==> src/rtl/rr_arb_pkg.sv <==
// Shared types and width helper for the round-robin array arbiter.
package rr_arb_pkg;

  typedef enum logic {
    IDLE = 1'b0,
    SEND = 1'b1
  } rr_state_e;

  function automatic int rr_idw(input int w);
    return (w > 1) ? $clog2(w) : 1;
  endfunction

endpackage

==> src/rtl/rr_pick.sv <==
// Combinational round-robin pick: rotate requests so ptr is at bit 0,
// find the lowest set bit, then rotate the index back.
module rr_pick
  import rr_arb_pkg::*;
#(
  parameter int W   = 4,
  parameter int IDW = rr_idw(W)
) (
  input  logic           req_valid [W-1:0],
  input  logic [IDW-1:0] ptr,
  output logic [IDW-1:0] sel,
  output logic           hit
);

  if (W == 1) begin : g_single
    logic unused_ptr;
    assign unused_ptr = ^ptr;
    assign sel        = '0;
    assign hit        = req_valid[0];
  end else begin : g_multi
    localparam int SW = IDW + 1;

    logic [W-1:0]   rot;
    logic [IDW-1:0] first;
    logic [SW-1:0]  rsum;
    logic [SW-1:0]  usum;

    // NOTE: combinational blocks use blocking '=' and assign every output a
    // default at the top, so no path leaves a value held (no latch).
    always_comb begin
      rot  = '0;
      rsum = '0;
      for (int j = 0; j < W; j++) begin
        rsum = {1'b0, ptr} + SW'(j);
        if (rsum >= SW'(W)) rsum = rsum - SW'(W);
        rot[j] = req_valid[rsum[IDW-1:0]];
      end

      first = '0;
      for (int j = W - 1; j >= 0; j--) begin
        if (rot[j]) first = IDW'(j);
      end
      hit = |rot;

      // Explicit wrap keeps non-power-of-two W correct.
      usum = {1'b0, ptr} + {1'b0, first};
      if (usum >= SW'(W)) usum = usum - SW'(W);
      sel = usum[IDW-1:0];
    end
  end

endmodule

==> src/rtl/rr_array_arbiter.sv <==
// Round-robin arbiter serialising W lane words into one registered
// valid/ready output channel, one word per cycle when the sink keeps up.
module rr_array_arbiter
  import rr_arb_pkg::*;
#(
  parameter  int W   = 4,
  parameter  int DW  = 1,
  localparam int IDW = rr_idw(W)
) (
  input  logic           clk,
  input  logic           rst,
  input  logic           req_valid [W-1:0],
  input  logic [DW-1:0]  req_data  [W-1:0],
  output logic           req_ready [W-1:0],
  output logic           out_valid,
  output logic [DW-1:0]  out_data,
  output logic [IDW-1:0] out_id,
  input  logic           out_ready,
  output logic           busy
);

  rr_state_e      state_q, state_d;
  logic [IDW-1:0] ptr_q, ptr_d;
  logic [IDW-1:0] out_id_q, out_id_d;
  logic [DW-1:0]  out_data_q, out_data_d;
  logic [IDW-1:0] sel;
  logic           hit;
  logic           take;
  logic           accept;

  rr_pick #(.W(W), .IDW(IDW)) u_pick (
    .req_valid (req_valid),
    .ptr       (ptr_q),
    .sel       (sel),
    .hit       (hit)
  );

  always_comb begin
    take   = (state_q == IDLE) || ((state_q == SEND) && out_ready);
    accept = take && hit && !rst;
    for (int i = 0; i < W; i++) begin
      req_ready[i] = accept && (sel == IDW'(i));
    end

    state_d    = state_q;
    ptr_d      = ptr_q;
    out_id_d   = out_id_q;
    out_data_d = out_data_q;
    if (take) begin
      if (hit) begin
        state_d    = SEND;
        out_data_d = req_data[sel];
        out_id_d   = sel;
        ptr_d      = (sel == IDW'(W - 1)) ? '0 : sel + IDW'(1);
      end else begin
        state_d = IDLE;
      end
    end
  end

  // NOTE: sequential state uses non-blocking '<=' so every flop samples
  // the pre-edge values of the others.
  always_ff @(posedge clk) begin
    if (rst) begin
      state_q    <= IDLE;
      ptr_q      <= '0;
      out_id_q   <= '0;
      out_data_q <= '0;
    end else begin
      state_q    <= state_d;
      ptr_q      <= ptr_d;
      out_id_q   <= out_id_d;
      out_data_q <= out_data_d;
    end
  end

  assign out_valid = (state_q == SEND);
  assign busy      = (state_q == SEND);
  assign out_data  = out_data_q;
  assign out_id    = out_id_q;

endmodule

==> config.mk <==
export PLATFORM = sky130hd
export DESIGN_NAME = rr_array_arbiter
export DESIGN_NICKNAME = d
export VERILOG_FILES = /design/src/rtl/rr_arb_pkg.sv /design/src/rtl/rr_pick.sv /design/src/rtl/rr_array_arbiter.sv
export SDC_FILE = /design/constraint.sdc
export NUM_CORES = 1
export LEC_CHECK = 0
export BUFFER_PORTS_ARGS = -buffer_cell sky130_fd_sc_hd__buf_4
export CORE_AREA = 2 2 39 41
export CTS_BUF_LIST = sky130_fd_sc_hd__clkbuf_4 sky130_fd_sc_hd__clkbuf_8 sky130_fd_sc_hd__clkbuf_16
export DETAILED_ROUTE_END_ITERATION = 10
export DIE_AREA = 0 0 41 43
export GPL_TIMING_DRIVEN = 0
export PLACE_DENSITY = 0.69
export SLEW_MARGIN = 15
export SYNTH_ARGS = -nofsm -noshare
export SYNTH_HDL_FRONTEND = slang
export SYNTH_SLANG_ARGS = --single-unit
==> constraint.sdc <==
create_clock -name clk -period 5.6 [get_ports clk]
set_clock_uncertainty 0.1 [all_clocks]
set_input_delay 1.12 -clock clk [delete_from_list [all_inputs] [get_ports clk]]
set_output_delay 1.12 -clock clk [all_outputs]
set_load 0.01 [all_outputs]
==> impl_metrics.py <==
metrics = {
    "critical_path": {
        "cp.arrival_ps": 3350,
        "critical_path.n_buffers_inverters": 4,
        "cp_slowest_cell": "sky130_fd_sc_hd__or4b_4",
        "cp_cell_sequence": "buf_2, nor2_1, a211oi_1, a31oi_1, a211o_1, ha_1, buf_1, nand2b_1, or4b_4, inv_1, buf_4",
        "worst_r2r_endpoint": "ptr_q[1]$_SDFFE_PP0P_",
        "cp_top_family": "simple AND/OR/NAND/NOR gates",
        "ff2ff_path_depth": 10,
        "critPathLaunchType": "primary input",
        "cp.required_ps": 4380,
        "crit_cells": 11,
        "timing.critical_path.slowest_cell_delay_ps": 520,
        "critical_path_class": "in2out",
        "reg2reg_from": "ptr_q[0]$_SDFFE_PP0P_",
        "cp_max_fo": 8,
        "rrSetupSlack_ps": 2770,
        "cp-end-kind": "output pin",
    },
    "logic_synthesis": {
        "synth_seq_cells": 6,
        "syn-instance-count": 75,
        "postSynthNetCount": 87,
        "synth.cell_area_um2": 564.3,
        "synth.distinct_cells": 33,
        "synthesis.area_per_instance_um2": 7.524,
        "yosysSeqAreaShare_pct": 21.29,
        "synth.yosys.warnings": 0,
    },
    "clock_network": {
        "clk_pin_slew_worst_paths_ps": 40,
        "cts_hold_buffers": 0,
        "ctsHtreeMaxLevel": 1,
        "cts-root-buf": "sky130_fd_sc_hd__clkbuf_4",
        "later_pin_clock_latency_in_the_skew_report_ps": 240,
        "post_cts.repair.setup_buffers": 0,
        "cts_tree": "done",
        "post_cts_resize_count": 0,
        "cts_buffers": 3,
        "tritoncts_num_sinks": 6,
        "cts-root-to-sink-buffers": 2,
    },
    "placement": {
        "detailedPlacementHpwl_um": 917.5,
        "placed_cells_incl_taps": 106,
        "pre_cts_ws_ps": 1085,
        "gp_congestion": 0.6828,
        "port_buffer_cells": 15,
    },
    "sta": {
        "finalWorstPathRequiredPeriod_ps": 4567,
        "fin_hold_ws_ps": 367.7,
        "timing_hold_violations_final": 0,
        "final.setup.worst_slack_ps": 1033,
        "setup_violations": 0,
        "finalMaxSlewViolations": 0,
        "min_period_over_period_pct": 81.55,
        "tightestPinTransition_ps": 533.2,
        "max_clock_freq_mhz": 219.0,
        "setup_repair_after_global_routing_missed_its_margin": "false",
        "fin_setup_tns_ps": 0,
        "slew-limit-headroom_pct": 64.14,
    },
    "grt": {
        "gr-usage-all-layers_pct": 16.68,
        "number_of_global_route_vias_before_repair": 525,
        "grt_pass1_wl_mm": 2.090,
        "antenna_found_initial": 0,
        "grt.overflow.total": 0,
        "grt_start_max_net_pins": 11,
    },
    "die": {
        "io_pins": 20,
        "rows": 14,
        "height_of_the_chip_um": 43,
        "placeableCoreArea_um2": 1384,
        "chipWidth_um": 41,
        "initial_utilization_pct": 40.78,
        "die_area_um2": 1763,
    },
    "pwr": {
        "seq_power_share_pct": 21.8,
        "cellPowerDensity_nw_per_um2": 394.1,
        "share_comb_of_total_power_pct": 64.1,
        "vdd_ir_drop_max_mv": 0.1961,
        "netSwitchingPower_mw": 0.1184,
        "leakage_nw": 0.3147,
        "power_frac_clock_pct": 14.1,
        "power_switching_share_pct": 41.77,
        "cellInternalPower_mw": 0.1651,
    },
    "finish": {
        "insertedDiodeCount": 0,
        "design.final.nets": 107,
        "area.growth.synth_to_final_pct": 27.49,
        "instances_no_fill": 109,
        "drive_gt1_share_pct": 31.18,
    },
    "routing": {
        "avgViaCountPerCell": 5.376,
        "drt_drc_violations_left": 0,
        "routedWlPerCell_um": 11.28,
        "vias": 586,
        "postRouteWirelength_mm": 1.230,
        "final_antenna_net_count": 0,
        "detail_route.iter0.violations": 8,
        "detail_route.first_pass.iterations": 4,
    },
    "worst_hold_path": {
        "hold_path_end": "out_id[0]$_SDFFE_PP0P_",
        "hold_path_depth": 2,
        "worst_hold_startpoint": "out_id[0]$_SDFFE_PP0P_",
        "hp-class": "reg2reg",
    },
    "run": {
        "timing.max_cap.violations": 0,
    },
    "run_status": {
        "run_status": "complete, no violations",
    },
}
logic make-up after synthesis:
logic type / count (synthesis) / share of synthesized area (%)
AO/OA/AOI/OAI: 15 / 20.62
flip-flops: 6 / 21.29
adder cells (fa/ha/maj): 1 / 2.217
AND/OR/NAND/NOR: 37 / 37.03
XOR/XNOR: 2 / 3.105
buffers and inverters: 10 / 8.646
multiplexers: 4 / 7.096
cell usage in the layout, fill, tap and decap left out, types with 2 or more instances in the layout:
| cell | n |
|---|---|
| sky130_fd_sc_hd__clkbuf_4 | 3 |
| sky130_fd_sc_hd__buf_2 | 3 |
| sky130_fd_sc_hd__a211oi_1 | 3 |
| sky130_fd_sc_hd__a21oi_1 | 2 |
| sky130_fd_sc_hd__nor2_1 | 11 |
| sky130_fd_sc_hd__nand2_1 | 6 |
| sky130_fd_sc_hd__nor3_1 | 6 |
| sky130_fd_sc_hd__or3_1 | 2 |
| sky130_fd_sc_hd__mux2i_1 | 4 |
| sky130_fd_sc_hd__a31oi_1 | 3 |
| sky130_fd_sc_hd__dfxtp_1 | 6 |
| sky130_fd_sc_hd__buf_1 | 2 |
| sky130_fd_sc_hd__clkbuf_1 | 2 |
| sky130_fd_sc_hd__buf_4 | 17 |
| sky130_fd_sc_hd__nand2b_1 | 3 |
| sky130_fd_sc_hd__nand3b_1 | 2 |
worst max path at each step:
stage	from	end	slack (ps)
4_1_cts	req_valid[0]	req_ready[1]	1050
3_5_place_dp	req_valid[0]	req_ready[1]	1080
5_1_grt	req_valid[0]	req_ready[1]	860
6_report	req_valid[0]	req_ready[1]	1030
3_3_place_gp	req_valid[0]	req_ready[1]	1100
2_1_floorplan	req_valid[0]	req_ready[1]	1340
registers in the layout, summed over array words and instances, names as in the netlist:
| name | flops |
|---|---|
| out_id | 2 |
| ptr_q | 2 |
| busy | 1 |
| out_data | 1 |
area by class of cell:
class,count,area (um2)
fillers,139,664.4
clock buffers,3,22.52
repair buffers,15,112.6
plain buffers,9,45.04
inverters,1,3.754
multi-input cells,59,395.4
well taps,16,20.02
flip-flops and latches,6,120.1
synth_stat cells, drive strengths merged:
master | n | share of area [%]
mux2i | 4 | 7.1
clkbuf | 2 | 1.3
a21boi | 1 | 1.3
o41ai | 1 | 1.6
a31oi | 4 | 5.5
o211ai | 2 | 3.5
or2 | 1 | 1.1
nand3 | 1 | 1.8
a21oi | 2 | 1.8
nor2b | 1 | 1.6
xor2 | 1 | 1.6
xnor2 | 1 | 1.6
dfxtp | 6 | 21
nor4 | 1 | 1.1
or4b | 1 | 2.4
a211o | 1 | 1.6
ha | 1 | 2.2
nor3 | 6 | 5.3
a211oi | 3 | 4.0
buf | 7 | 6.7
inv | 1 | 0.66
nand2 | 6 | 4.0
nor2 | 11 | 7.3
a21o | 1 | 1.3
nor4b | 2 | 4.2
nand3b | 2 | 2.7
or3 | 2 | 2.2
nand2b | 3 | 3.3
per-stage QoR:
step	utilization (%)	power, mW	area [um2]
after global routing	51.99	0.3096	719.4
after detailed placement	50.36	0.2418	696.9
after CTS	51.99	0.2856	719.4
after floorplan	-	0.1933	564.3
final	51.99	0.2835	719.4
after global placement	50.36	0.2398	696.9
power groups by stage:
stage / sequential (mW) / clock [mW] / combinational [mW]
finish: 0.0619 / 0.0401 / 0.182
global route: 0.0634 / 0.0445 / 0.202
CTS: 0.0620 / 0.0409 / 0.183
detailed placement: 0.0623 / 0 / 0.179
global placement: 0.0621 / 0 / 0.178
floorplan: 0.0658 / 0 / 0.127
metal layers:
| metal | track usage [%] | vias to the layer above | wire, um |
|---|---|---|---|
| met5 | 0 | - | 0 |
| met4 | 4.000 | 0 | 4 |
| met3 | 4.712 | 2 | 61 |
| met2 | 26.25 | 21 | 557 |
| met1 | 21.61 | 257 | 606 |
| li1 | - | 306 | - |
tightest hold or removal path, delay by kind of cell, from the launching register on:
kind / cells / cell delay, ps
flops: 1 / 310
compound gates: 1 / 60
simple gates: 1 / 50
Note: power is estimated with default switching activity, not from simulation.
